===== src/rtl/imem_loader_if.sv =====
// rtl/imem_loader_if.sv - byte stream and IMem write port bundle for imem_loader
// Purpose: groups the incoming byte stream (rx_*) and the instruction memory
//          write port (mem_*) that imem_loader sits between.
// Ports:   rx_data/rx_valid  byte source -> loader
//          rx_ready          loader -> byte source
//          mem_we/mem_addr/mem_wdata  loader -> IMem
// Modports: master = byte source / IMem side, slave = loader.
interface imem_loader_if;
  logic [7:0]  rx_data;
  logic        rx_valid;
  logic        rx_ready;
  logic        mem_we;
  logic [31:0] mem_addr;
  logic [31:0] mem_wdata;

  modport master (
    output rx_data, rx_valid,
    input  rx_ready, mem_we, mem_addr, mem_wdata
  );

  modport slave (
    input  rx_data, rx_valid,
    output rx_ready, mem_we, mem_addr, mem_wdata
  );
endinterface


===== src/rtl/imem_loader.sv =====
// rtl/imem_loader.sv - fills the instruction memory from a length/data/checksum byte stream
// Purpose: receives N, 4*N little-endian data bytes and an XOR checksum byte,
//          writes each assembled word to IMem at byte address 4*index and
//          holds the core in reset until a load has been verified.
// Ports:   clk, rst_n (async, active low)
//          start       single-cycle pulse that begins a load (ignored while busy)
//          bus         slave side of imem_loader_if (rx stream in, IMem write out)
//          core_rst_n  active-low core reset, released only after a good load
//          busy        load in progress
//          done / err  level result of the last load
module imem_loader #(
  parameter int DEPTH     = 16,
  parameter bit BOOT_WAIT = 1'b1
) (
  input  logic          clk,
  input  logic          rst_n,
  input  logic          start,
  imem_loader_if.slave  bus,
  output logic          core_rst_n,
  output logic          busy,
  output logic          done,
  output logic          err
);
  localparam int IW = $clog2(DEPTH);

  typedef enum logic [2:0] {
    S_IDLE, S_LEN, S_DATA, S_WRITE, S_CHK, S_DONE, S_ERR
  } state_t;

  state_t          state, state_d;
  logic [IW-1:0]   word_idx, word_idx_d;
  logic [IW-1:0]   last_idx, last_idx_d;
  logic [1:0]      byte_cnt, byte_cnt_d;
  logic [7:0]      chk, chk_d;
  logic [31:0]     wdata, wdata_d;
  logic [31:0]     addr, addr_d;
  logic            rx_ready_q, mem_we_q;
  logic            core_rst_d;
  logic            accept;

  assign accept        = bus.rx_valid && rx_ready_q;
  assign bus.rx_ready  = rx_ready_q;
  assign bus.mem_we    = mem_we_q;
  assign bus.mem_addr  = addr;
  assign bus.mem_wdata = wdata;

  always_comb begin
    state_d    = state;
    word_idx_d = word_idx;
    last_idx_d = last_idx;
    byte_cnt_d = byte_cnt;
    chk_d      = chk;
    wdata_d    = wdata;
    addr_d     = addr;
    case (state)
      S_IDLE, S_DONE, S_ERR: begin
        if (start) state_d = S_LEN;
      end
      S_LEN: begin
        if (accept) begin
          if (bus.rx_data == 8'd0 || 32'(bus.rx_data) > 32'(DEPTH)) begin
            state_d = S_ERR;
          end else begin
            // Store N-1 so the last-word test is a plain equality on word_idx.
            last_idx_d = IW'(bus.rx_data - 8'd1);
            word_idx_d = '0;
            byte_cnt_d = '0;
            chk_d      = '0;
            state_d    = S_DATA;
          end
        end
      end
      S_DATA: begin
        if (accept) begin
          wdata_d[{byte_cnt, 3'b000} +: 8] = bus.rx_data;
          chk_d = chk ^ bus.rx_data;
          if (byte_cnt == 2'd3) begin
            addr_d  = 32'({word_idx, 2'b00});
            state_d = S_WRITE;
          end else begin
            byte_cnt_d = byte_cnt + 2'd1;
          end
        end
      end
      S_WRITE: begin
        byte_cnt_d = '0;
        if (word_idx == last_idx) begin
          state_d = S_CHK;
        end else begin
          word_idx_d = word_idx + IW'(1);
          state_d    = S_DATA;
        end
      end
      S_CHK: begin
        if (accept) state_d = (bus.rx_data == chk) ? S_DONE : S_ERR;
      end
      default: state_d = S_IDLE;
    endcase

    // IDLE is only reachable through reset, so holding keeps the reset value there.
    if (state_d == S_DONE)      core_rst_d = 1'b1;
    else if (state_d == S_IDLE) core_rst_d = core_rst_n;
    else                        core_rst_d = 1'b0;
  end

  // Outputs are registered from the next state so they line up with it exactly.
  always_ff @(posedge clk or negedge rst_n) begin
    if (!rst_n) begin
      state      <= S_IDLE;
      word_idx   <= '0;
      last_idx   <= '0;
      byte_cnt   <= '0;
      chk        <= '0;
      wdata      <= '0;
      addr       <= '0;
      rx_ready_q <= 1'b0;
      mem_we_q   <= 1'b0;
      busy       <= 1'b0;
      done       <= 1'b0;
      err        <= 1'b0;
      core_rst_n <= !BOOT_WAIT;
    end else begin
      state      <= state_d;
      word_idx   <= word_idx_d;
      last_idx   <= last_idx_d;
      byte_cnt   <= byte_cnt_d;
      chk        <= chk_d;
      wdata      <= wdata_d;
      addr       <= addr_d;
      rx_ready_q <= (state_d == S_LEN) || (state_d == S_DATA) || (state_d == S_CHK);
      mem_we_q   <= (state_d == S_WRITE);
      busy       <= (state_d == S_LEN) || (state_d == S_DATA) ||
                    (state_d == S_WRITE) || (state_d == S_CHK);
      done       <= (state_d == S_DONE);
      err        <= (state_d == S_ERR);
      core_rst_n <= core_rst_d;
    end
  end
endmodule


===== src/flat_wrapper.sv =====
// flat-port wrapper written by rule: the top's interface ports become plain ports
module imem_loader_flat 
#(
  parameter int DEPTH     = 16,
  parameter bit BOOT_WAIT = 1'b1
)
  (clk, rst_n, start, core_rst_n, busy, done, err, bus_rx_data, bus_rx_valid, bus_rx_ready, bus_mem_we, bus_mem_addr, bus_mem_wdata);
  imem_loader_if bus_i ();
  input  logic clk;
  input  logic rst_n;
  input  logic start;
  output logic core_rst_n;
  output logic busy;
  output logic done;
  output logic err;
  input wire logic [$bits(bus_i.rx_data)-1:0] bus_rx_data;
  input wire logic [$bits(bus_i.rx_valid)-1:0] bus_rx_valid;
  output wire logic [$bits(bus_i.rx_ready)-1:0] bus_rx_ready;
  output wire logic [$bits(bus_i.mem_we)-1:0] bus_mem_we;
  output wire logic [$bits(bus_i.mem_addr)-1:0] bus_mem_addr;
  output wire logic [$bits(bus_i.mem_wdata)-1:0] bus_mem_wdata;
  assign bus_i.rx_data = bus_rx_data;
  assign bus_i.rx_valid = bus_rx_valid;
  assign bus_rx_ready = bus_i.rx_ready;
  assign bus_mem_we = bus_i.mem_we;
  assign bus_mem_addr = bus_i.mem_addr;
  assign bus_mem_wdata = bus_i.mem_wdata;
  imem_loader #(.DEPTH(DEPTH), .BOOT_WAIT(BOOT_WAIT)) u_core (.clk(clk), .rst_n(rst_n), .start(start), .bus(bus_i), .core_rst_n(core_rst_n), .busy(busy), .done(done), .err(err));
endmodule

===== config.mk =====
export PLATFORM = sky130hd
export DESIGN_NAME = imem_loader_flat
export DESIGN_NICKNAME = d
export VERILOG_FILES = /design/src/rtl/imem_loader_if.sv /design/src/rtl/imem_loader.sv /design/src/flat_wrapper.sv
export SDC_FILE = /design/constraint.sdc
export NUM_CORES = 1
export LEC_CHECK = 0
export ABC_AREA = 1
export CAP_MARGIN = 20
export CORE_ASPECT_RATIO = 0.9
export CORE_UTILIZATION = 40
export DETAILED_ROUTE_END_ITERATION = 16
export DONT_BUFFER_PORTS = 1
export HOLD_SLACK_MARGIN = 0.08
export PLACE_DENSITY = 0.59
export SLEW_MARGIN = 20
export SYNTH_ARGS = -nofsm -noshare
export SYNTH_HDL_FRONTEND = slang
export SYNTH_SLANG_ARGS = --single-unit

===== constraint.sdc =====
create_clock -name clk -period 4.6 [get_ports clk]
set_clock_uncertainty 0.1 [all_clocks]
set_input_delay 0.69 -clock clk [delete_from_list [all_inputs] [get_ports clk]]
set_output_delay 0.69 -clock clk [all_outputs]
set_load 0.05 [all_outputs]

-- After elaboration in Yosys (flattened, before gate mapping)
Index checks and enable logic that the tools add are counted.
- bits in registers: 63
- input port bits: 12
- output and inout bits: 70
- logic and storage cells: 87
- add/subtract/negate cells: 4
- order comparisons: 1
- equality and inequality tests: 21
- shift-type cells: 2
- mux-type cells: 25
- bitwise operators: 2
- reductions and logical operators: 19
- operators with widths (kind ; count):
    32-bit bitwise mux ; 1
    8-bit by 7-bit variable shift with 32-bit output, first input constant ; 1
    8-bit by 7-bit indexed part select with 32-bit output ; 1
    8-bit two-way mux ; 3
    3-bit two-way mux ; 7
    3-bit equality test, second input constant ; 6
    8-bit one-hot mux with 2 select lines ; 1
    3-bit one-hot mux with 5 select lines ; 1
    3-bit by 2-bit equality test with 1-bit output, second input constant ; 4
    4-bit two-way mux ; 3
    2-bit two-way mux ; 5
    8-bit equality test ; 1
    8-bit by 5-bit greater-than comparator with 1-bit output, second input constant ; 1
    8-bit logical NOT ; 1
    4-bit one-hot mux with 2 select lines ; 1
    4-bit AND reduction ; 2
    8-bit XOR ; 1
    5-bit negator with 7-bit output ; 1
    3-bit by 1-bit equality test with 1-bit output, second input constant ; 2
    3-bit logical NOT ; 2
    2-bit by 1-bit != test with 1-bit output, second input constant ; 3
    2-bit != test, second input constant ; 3
    2-bit one-hot mux with 3 select lines ; 1
    3-bit AND reduction ; 2
    other kinds (14) ; 20

-- Longest topological paths before layout
Gate-level depths: netlist of run 1.
- depth in word-level cells: 9
- depth in mapped cells: 12
- mapped depth without buffers: 12

-- Worst setup path after synthesis of run 1
No wires, ideal clock.
- kind: register -> register
- from: register u_core.byte_cnt[0]
- to: register u_core.wdata[0] (netlist: u_core.bus.mem_wdata[0])
- setup time: 67 ps
- arrival time: 1818 ps
- required time: 4433 ps
- path slack: 2615 ps
- cell stages (with the launch flop): 7
- path buffers: 1
- clock period less this slack: 1985 ps
- path through: dfrtp_1 inv_1 clkbuf_1 ha_1 nor3_1 nand3_1 nand2_1
- cells in the longest elaborated chain, start to end: 3
- elaborated cells on any way between the ends: 4
- classes of those cells: 1 x add/sub; 2 x shift; 1 x mux
- RTL lines (what ; line ; source):
    from (decl) ; imem_loader.sv:33 ; logic [1:0] byte_cnt, byte_cnt_d;
    from (signal assigned) ; imem_loader.sv:126 ; byte_cnt <= byte_cnt_d;
    5-bit negator with 7-bit output * ; imem_loader.sv:75 ; wdata_d[{byte_cnt, 3'b000} +: 8] = bus.rx_data;
    8-bit by 7-bit indexed part select with 32-bit output or 8-bit by 7-bit variable shift with 32-bit output (tied branches) ; imem_loader.sv:75 ;
    32-bit bitwise mux * ; imem_loader.sv:75 ;
    to (signal assigned) ; imem_loader.sv:128 ; wdata <= wdata_d;
    to (decl) ; imem_loader.sv:35 ; logic [31:0] wdata, wdata_d;
Mark *: on every way between the ends. The rest lies on a longest branch, timed or not.
A chain may end at the register's enable or synchronous reset.

-- Final worst setup path of run 1
- from: register u_core.byte_cnt[0]
- to: register u_core.wdata[18] (netlist: u_core.bus.mem_wdata[18])
The elaborated chain is that of the path after synthesis.

==> results.json, run 1 <==
{
  "crit_required_ns": 4.78,
  "cp_data_arrival_time_ns": 2.61,
  "tns_ns": 0,
  "synthesis.area_um2": 3380,
  "cp-end-kind": "register",
  "max_clock_freq_ghz": 0.411,
  "cts_root_buf": "clkbuf_8",
  "r2r-end": "u_core.bus.mem_wdata[18]",
  "cts_tree": "built",
  "core_area_um2": 8110,
  "yosys-top-cells-area": "dfrtp_1 (47%), nand2_1 (11%), buf_4 (6.2%)",
  "critPathLaunchType": "register",
  "drv_slew": 0,
  "rrSetupSlack_ns": 2.17,
  "grt_pass1_wl_um": 12800,
  "clk_latency_ns": 0.34,
  "internal_power_uw": 1250,
  "wl_um": 7650,
  "cp-startpoint": "u_core.byte_cnt[0]",
  "overflow": 0,
  "synth_cell_types": 28,
  "clkPwrFrac_pct": 24.8,
  "syn_area_per_cell_um2": 8.21,
  "fin_crit_sh_pct": 52.9,
  "rsz0062_at_grt": "false",
  "finalHoldViolCount": 0,
  "slew_headroom_pct": 50.1,
  "n_fill_cell": 816,
  "crit_path_end": "u_core.bus.mem_wdata[18]",
  "wire_per_inst_um": 14.7,
  "gp_congestion": 0.815,
  "portBuffers": 0,
  "die_h_um": 89.2,
  "synth-edff-count": 0,
  "grt_usage_pct": 19.0,
  "areaGrowthSynthToFinish_pct": 6.92,
  "n_antenna_cell": 0,
  "grt_pass1_vias": 2634,
  "postCtsSetupBuffers": 0,
  "drc": 0,
  "hold_buffers": 1,
  "dieArea_um2": 8830,
  "async_flop_share_pct": 100,
  "drtIter0Drc": 139,
  "combPwrFrac_pct": 29.2,
  "timing.hold.ws_ns": 0.103,
  "yosys.area.top_type": "dfrtp_1",
  "cts_sinks": 63,
  "ys.warnings.count": 0,
  "outcome": "finished, final reports clean",
  "initial_core_util_pct": 41.7,
  "ant_nets": 0,
  "cts-buffers-inserted": 9,
  "reg2reg_depth": 6,
  "seqPwrFrac_pct": 46.0,
  "crit_type": "register to register",
  "dieWidth_um": 98.9,
  "synth-main-ff-cell": "dfrtp_1",
  "io_pins": 82,
  "p_leak_uw": 0.00189,
  "layout.nets": 435,
  "antenna_found_initial": 0,
  "ys_seq_area_share_pct": 46.6,
  "avgViaCountPerCell": 5.09,
  "power.density_nw_per_um2": 660,
  "setup_viol": 0,
  "cts_max_path_buffers": 2,
  "htree_levels": 3,
  "drive_gt1_share_pct": 7.62,
  "layout_common_cells": "nand2_1 (99), dfrtp_1 (63), inv_1 (47)",
  "cp_max_fo": 14,
  "synthCells": 412,
  "swShare_pct": 47.6,
  "ys_seq_elements": 63,
  "drv_cap": 0,
  "irDropWorstVdd_mv": 0.192,
  "r2r-start": "u_core.byte_cnt[0]",
  "dp_hpwl_um": 5280,
  "layout_commonest_cell": "nand2_1",
  "tightest_slew_ns": 0.743,
  "vias": 2644,
  "first_pass_iters": 4,
  "row_count": 31,
  "synth_top_area_share_pct": 46.6,
  "min_path_type": "input pin to asynchronous set/reset pin",
  "path_clk_slew_ns": 0.07,
  "cts_resized": 0,
  "period_minus_slack_ns": 2.43,
  "power_switching_uw": 1130,
  "grt_max_degree": 64
}
-- metrics by stage --
stage	setup WS, ns	total power (µW)	instances	cell area (µm²)	util, %
after CTS	2.15	2400	519	3620	44.6
after floorplan	2.61	1670	439	3480	-
final	2.17	2390	519	3620	44.6
after global routing	1.88	2560	519	3620	44.6
after detailed placement	2.18	1790	502	3340	41.3
after global placement	2.21	1770	502	3340	41.3
-- worst max-delay path: stages (launching register included) --
cell	delay, ns
dfrtp_1	0.63
inv_1	0.32
ha_1	0.43
nand2_1	0.23
nor2_1	0.43
nand3_1	0.15
nand2_1	0.08
-- cell families (layout without fill, tap and decap cells) --
kind of cell               after synthesis  count (layout)  share of synthesized area [%]
AOI/OAI and AO/OA                       68              68                           11.8
xor gates and xnor gates                 3               3                          0.777
adders and majority gates                8               8                           2.96
buffers and inverters                   85              66                           13.2
DFF                                     63              63                           46.6
other                                    1              28                          0.111
and+or+nand+nor                        184             184                           24.6
-- cells in the mapped netlist (all sizes together), types with 2 or more instances --
cell type	instances
nand3	35
o21ai	45
buf	31
nor3	5
ha	8
clkbuf	5
nand4	17
xor2	2
inv	49
o21a	8
nand2	102
nor2	24
o31ai	8
a21oi	6
dfrtp	63
-- registers in the layout, summed over array words and instances, names as in the netlist, 2 cells and up --
register              cells
u_core.bus.mem_addr       4
u_core.bus.mem_wdata     32
u_core.byte_cnt           2
u_core.chk                8
u_core.last_idx           4
u_core.state              3
u_core.word_idx           4
-- final cells by class --
type / instances / area (µm²) / share of cell area (%)
Sequential cell: 63 / 1580 / 43.6
Multi-Input combinational cell: 291 / 1460 / 40.4
Clock buffer: 9 / 124 / 3.43
Inverter: 49 / 184 / 5.09
Tap cell: 99 / 124 / 3.43
Clock inverter: 7 / 120 / 3.32
Timing Repair Buffer: 1 / 27.5 / 0.761
-- worst min path at each step --
stage | from | endpoint
CTS | rst_n | u_core.bus.mem_wdata[0]
global placement | rst_n | u_core.bus.mem_wdata[11]
finish | rst_n | u_core.bus.mem_wdata[12]
floorplan | rst_n | u_core.bus.mem_addr[2]
global route | rst_n | u_core.bus.mem_wdata[7]
detailed placement | rst_n | u_core.bus.mem_wdata[11]
-- routing by layer --
layer	share of wire (%)	vias to the layer above	GRT usage (%)
li1	-	1307	-
met1	45	1246	23.7
met2	45	80	30.1
met3	8.4	11	7.27
met4	1.3	0	7.33
met5	0	-	0
-- power by group through the flow --
stage                     Combinational [µW]  Sequential (µW)  Clock, µW
after CTS                                698             1100        600
after global routing                     804             1120        631
after floorplan                          606             1060          0
after detailed placement                 677             1110          0
final                                    696             1100        591
after global placement                   665             1110          0
No activity file was read; power rests on OpenSTA's default activity.
==> inputs of run 2 (changes only) <==
--- a/config.mk
+++ b/config.mk
@@ -12,7 +12,7 @@
 export DETAILED_ROUTE_END_ITERATION = 16
 export DONT_BUFFER_PORTS = 1
 export HOLD_SLACK_MARGIN = 0.08
-export PLACE_DENSITY = 0.59
+export PLACE_DENSITY = 0.61
 export SLEW_MARGIN = 20
 export SYNTH_ARGS = -nofsm -noshare
 export SYNTH_HDL_FRONTEND = slang
==> constraint.sdc (replaced) <==
create_clock -name clk -period 2.2 [get_ports clk]
set_clock_uncertainty 0.1 [all_clocks]
set_input_delay 0.33 -clock clk [delete_from_list [all_inputs] [get_ports clk]]
set_output_delay 0.33 -clock clk [all_outputs]
set_load 0.05 [all_outputs]
==> run 2 against run 1 <==
Effect of this change: maximum frequency increased by 31%; utilization grew 1.9 points; final cell count is 3.1% higher; sequential cell count is the same; routed wire length rose by 4.9%; clock power up 120%; global-route usage rose by 0.99 points; setup slack worse by 1.8 ns; sequential power increased by 100%; combinational power rose by 140%; worst hold slack lost 0.0060 ns; critical path type unchanged.
==> results.json, run 2 (synthesis results as in run 1) <==
{
  "areaGrowthSynthToFinish_pct": 11.4,
  "grt_max_degree": 64,
  "antenna_found_initial": 0,
  "crit_slowest_cell": "dfrtp_1",
  "p_leak_uw": 0.00197,
  "clk_latency_ns": 0.35,
  "tightest_slew_ns": 0.512,
  "critPathLaunchType": "register",
  "grt_usage_pct": 20.0,
  "drc": 0,
  "die_h_um": 89.2,
  "period_minus_slack_ns": 1.85,
  "cts_tree": "built",
  "crit_type": "register to register",
  "drv_cap": 0,
  "fin_crit_sh_pct": 84.2,
  "grt-busiest-layer": "met2",
  "layout.nets": 451,
  "largest_reg_flops": 32,
  "cts_root_buf": "clkbuf_8",
  "crit_required_ns": 2.38,
  "cts_sinks": 63,
  "cp-end-kind": "register",
  "core_area_um2": 8110,
  "grt_use_met2_pct": 31.3,
  "drtIter0Drc": 137,
  "met1_usage_pct": 24.9,
  "drv_slew": 0,
  "setup_viol": 0,
  "layout_commonest_cell": "nand2_1",
  "avgViaCountPerCell": 5.09,
  "vias": 2722,
  "dp_hpwl_um": 5430,
  "htree_levels": 3,
  "path_clk_slew_ns": 0.08,
  "slew_headroom_pct": 65.7,
  "overflow": 0,
  "portBuffers": 0,
  "initial_core_util_pct": 41.7,
  "min_path_type": "input pin to register",
  "dp_cells": 509,
  "wire_per_inst_um": 15.0,
  "tns_ns": 0,
  "grt_pass1_vias": 2726,
  "cpPeakStageDelay_ns": 0.43,
  "cts-buffers-inserted": 9,
  "cts_max_path_buffers": 2,
  "grt_pass1_wl_um": 13400,
  "use_met3_pct": 8.37,
  "multiInputGateArea_um2": 1460,
  "dieArea_um2": 8830,
  "power.density_nw_per_um2": 1370,
  "io_pins": 82,
  "ant_nets": 0,
  "finalHoldViolCount": 0,
  "fin_cells": 535,
  "row_count": 31,
  "gp_congestion": 0.780,
  "cts_resized": 0,
  "dieWidth_um": 98.9,
  "n_antenna_cell": 0,
  "rsz0062_at_grt": "false",
  "drive_gt1_share_pct": 8.94,
  "regArea_um2": 1580,
  "outcome": "finished, final reports clean",
  "cp_max_fo": 9,
  "hold_buffers": 10,
  "wl_um": 8020,
  "irDropWorstVdd_mv": 0.495,
  "cp_cell_sequence": "inv_1, ha_1, nand2_1, nor2_1, buf_4, nand3_1, nand2_1",
  "max_clock_freq_ghz": 0.540,
  "postCtsSetupBuffers": 0,
  "n_fill_cell": 783,
  "layout_common_cells": "nand2_1 (99), dfrtp_1 (63), inv_1 (47)",
  "cp_data_arrival_time_ns": 2.04,
  "first_pass_iters": 5,
  "cp_common_cell": "nand2_1"
}
==> run 2: changes by cell type in the layout (fill, tap and decap cells not counted), sizes merged <==
cell,before,now
buf,1,8
clkinvlp,1,0
clkbuf,9,10
dlygate4sd3,0,9
==> run 2: final timing paths <==
| path | startpoint | endpoint | slack (ns) | cells past startpoint |
|---|---|---|---|---|
| worst max-delay path | u_core.byte_cnt[1] | u_core.bus.mem_wdata[21] | 0.35 | 7 |
| worst min-delay path | bus_rx_data[2] | u_core.last_idx[2] | 0.1 | 2 |
| worst min register to register | u_core.last_idx[1] | u_core.last_idx[1] | 0.42 | 2 |
| worst max register to register | u_core.byte_cnt[1] | u_core.bus.mem_wdata[21] | 0.35 | 7 |
| max in group asynchronous | rst_n | u_core.bus.mem_wdata[25] | 1.29 | 2 |
| min in group asynchronous | rst_n | u_core.bus.mem_wdata[15] | 0.41 | 2 |
==> run 2: per-layer routing <==
metal / vias to the layer above / part of all wire (%)
met5: - / 0
met4: 0 / 2.0
met3: 15 / 9.5
met2: 103 / 46
met1: 1264 / 43
li1: 1340 / -
==> run 2: where the power goes <==
part / leakage, µW / internal [µW] / switching [µW] / total, µW
logic: 0.00100 / 502 / 1150 / 1660
registers: 0.000838 / 1440 / 783 / 2230
clock network: 0.000127 / 791 / 487 / 1280
==> run 2: final cells by class <==
cell class | instances | share of cell area, %
Sequential cell | 63 | 41.8
Multi-Input combinational cell | 291 | 38.7
Timing Repair Buffer | 17 | 4.52
Tap cell | 99 | 3.29
Clock inverter | 6 | 3.09
Inverter | 49 | 4.88
Clock buffer | 10 | 3.65
==> run 2: metrics by stage <==
stage	util (%)	setup WS [ns]	total power (µW)	hold WS, ns	cell area (µm²)
after floorplan	-	0.215	3490	-0.0656	3480
after global placement	41.9	0.298	3810	-0.0623	3400
after detailed placement	41.9	0.270	3840	-0.0623	3400
after CTS	46.5	0.352	5190	0.0889	3770
after global routing	46.5	0.227	5510	0.0902	3770
final	46.5	0.347	5160	0.0969	3770
==> run 2: worst max-delay path: cells and delay by family, from the launching register on <==
kind / cells / cell delay [ns]
buffers and inverters: 2 / 0.30
and+or+nand+nor: 4 / 0.60
adders and majority gates: 1 / 0.35
DFF: 1 / 0.43
==> inputs of run 3 (changes only) <==
--- a/config.mk
+++ b/config.mk
@@ -12,7 +12,7 @@
 export DETAILED_ROUTE_END_ITERATION = 16
 export DONT_BUFFER_PORTS = 1
 export HOLD_SLACK_MARGIN = 0.08
-export PLACE_DENSITY = 0.61
+export PLACE_DENSITY = 0.59
 export SLEW_MARGIN = 20
 export SYNTH_ARGS = -nofsm -noshare
 export SYNTH_HDL_FRONTEND = slang
==> constraint.sdc (replaced) <==
create_clock -name clk -period 1.8 [get_ports clk]
set_clock_uncertainty 0.1 [all_clocks]
set_input_delay 0.27 -clock clk [delete_from_list [all_inputs] [get_ports clk]]
set_output_delay 0.27 -clock clk [all_outputs]
set_load 0.05 [all_outputs]
==> run 3 against run 2 <==
Effect of this change: the run now ends with negative hold slack left; global-route usage decreased by 0.21 points; final cell count increased by 0.93%; via count increased by 0.70%; sequential cell count unchanged; first-iteration DRC count increased by 7.3%; final area about the same; critical path depth increased by 3; clock power decreased by 14%; largest cell class unchanged; die area unchanged.
==> results.json, run 3 (synthesis results as in run 1) <==
{
  "outcome": "finished, violations left",
  "failed_checks": "negative hold slack",
  "cts_root_buf": "clkbuf_8",
  "cp_max_fo": 5,
  "cpPeakStageDelay_ns": 0.38,
  "layout.nets": 456,
  "clk_latency_ns": 0.35,
  "crit_type": "register to register",
  "cp_common_cell": "nand2_1",
  "ant_nets": 0,
  "wl_um": 8170,
  "crit_buf_inv": 2,
  "dieArea_um2": 8830,
  "core_area_um2": 8110,
  "cts-buffers-inserted": 9,
  "tightest_slew_ns": 0.511,
  "grt_pass1_wl_um": 13100,
  "first_pass_iters": 4,
  "vias": 2741,
  "cp_cell_sequence": "nand2_1, inv_1, nand2_2, nor2_2, nor2_1, nand3_2, inv_1, nand2_1, nand2_1, nand3_1",
  "antenna_found_initial": 0,
  "regArea_um2": 1580,
  "areaGrowthSynthToFinish_pct": 11.5,
  "wire_per_inst_um": 15.1,
  "dp_hpwl_um": 5390,
  "min_path_type": "input pin to asynchronous set/reset pin",
  "htree_levels": 3,
  "power.density_nw_per_um2": 1580,
  "fin_cells": 540,
  "overflow": 0,
  "setup_viol": 0,
  "die_h_um": 89.2,
  "cp-end-kind": "register",
  "slew_headroom_pct": 65.9,
  "path_clk_slew_ns": 0.07,
  "layout_common_cells": "nand2_1 (97), dfrtp_1 (61), inv_1 (47)",
  "dp_cells": 513,
  "cp_data_arrival_time_ns": 1.80,
  "fin_crit_sh_pct": 92.9,
  "cp_top_family": "simple AND/OR/NAND/NOR gates",
  "drv_slew": 0,
  "io_pins": 82,
  "drv_cap": 0,
  "irDropWorstVdd_mv": 0.476,
  "crit_slowest_cell": "dfrtp_1",
  "cts_sinks": 63,
  "initial_core_util_pct": 41.7,
  "grt_pass1_vias": 2640,
  "layout_commonest_cell": "nand2_1",
  "drc": 0,
  "crit_required_ns": 1.93,
  "cts_tree": "built",
  "multiInputGateArea_um2": 1490,
  "critPathLaunchType": "register",
  "row_count": 31,
  "grt_max_degree": 64,
  "largest_reg_flops": 32,
  "cts_max_path_buffers": 2,
  "avgViaCountPerCell": 5.08,
  "timing.hold.ws_ns": -0.489,
  "hold_buffers": 11,
  "dieWidth_um": 98.9,
  "p_leak_uw": 0.00199,
  "drive_gt1_share_pct": 11.3,
  "n_fill_cell": 803,
  "n_antenna_cell": 0,
  "period_minus_slack_ns": 1.67,
  "drtIter0Drc": 147,
  "finalCoreUtilization_pct": 46.5,
  "portBuffers": 0,
  "max_clock_freq_ghz": 0.598,
  "grt_usage_pct": 19.8,
  "gp_congestion": 0.852,
  "finalHoldViolCount": 63
}
-- run 3: worst register-to-register path: cells and delay by family (launching register included) --
kind                   cells  cell delay, ns
buffers and inverters      2            0.21
flip-flops                 1            0.38
AND/OR/NAND/NOR            8            0.87
-- run 3: path summary, 6_finish.rpt --
check,startpoint,to,slack (ns),depth (start not counted)
setup / recovery,u_core.bus.rx_ready,u_core.busy,0.13,10
hold / removal,rst_n,u_core.bus.mem_wdata[13],-0.49,0
setup reg to reg,u_core.bus.rx_ready,u_core.busy,0.13,10
hold reg to reg,u_core.last_idx[3],u_core.last_idx[3],0.43,2
max in group asynchronous,rst_n,u_core.word_idx[1],1.97,0
min in group clk,bus_rx_data[6],u_core.bus.mem_wdata[14],0.09,3
-- run 3: report_power, final --
group	switching, µW	internal (µW)	leakage, µW	total, µW
Clock	565	534	0.0000853	1100
Sequential	956	1770	0.000835	2730
Combinational	1430	692	0.00107	2120
-- run 3: final cells by class --
| type | count | area share (%) |
|---|---|---|
| clock buffer | 11 | 3.75 |
| clock inverter | 5 | 0.896 |
| inverter | 49 | 4.88 |
| multi-input combinational | 291 | 39.6 |
| sequential | 63 | 41.9 |
| tap | 99 | 3.28 |
| timing repair buffer | 22 | 5.77 |
-- run 3: per-layer routing --
metal	GRT usage [%]	vias to the layer above	part of all wire (%)
li1	-	1346	-
met1	25.3	1304	45
met2	30.8	84	44
met3	8.37	7	9.5
met4	5.70	0	1.0
met5	0	-	0
-- run 3: metrics by stage --
stage | hold slack, ns | setup slack [ns] | cell area, µm² | total power, µW | setup TNS, ns
after detailed placement | -0.123 | -0.0388 | 3450 | 4770 | -0.203
after CTS | -0.508 | 0.0256 | 3730 | 5930 | 0
after global routing | -0.520 | -0.0164 | 3770 | 6370 | -0.0225
final | -0.489 | 0.129 | 3770 | 5940 | 0
after floorplan | -0.126 | 0.0222 | 3490 | 4290 | 0
after global placement | -0.123 | 0.0199 | 3450 | 4740 | 0
-- run 3: what timing repair did --
item | in CTS | in global routing
hold endpoints to repair | 99 | 63
buffers inserted | 0 | 0
setup endpoints to repair | 0 | 18
resized for setup | 0 | 14
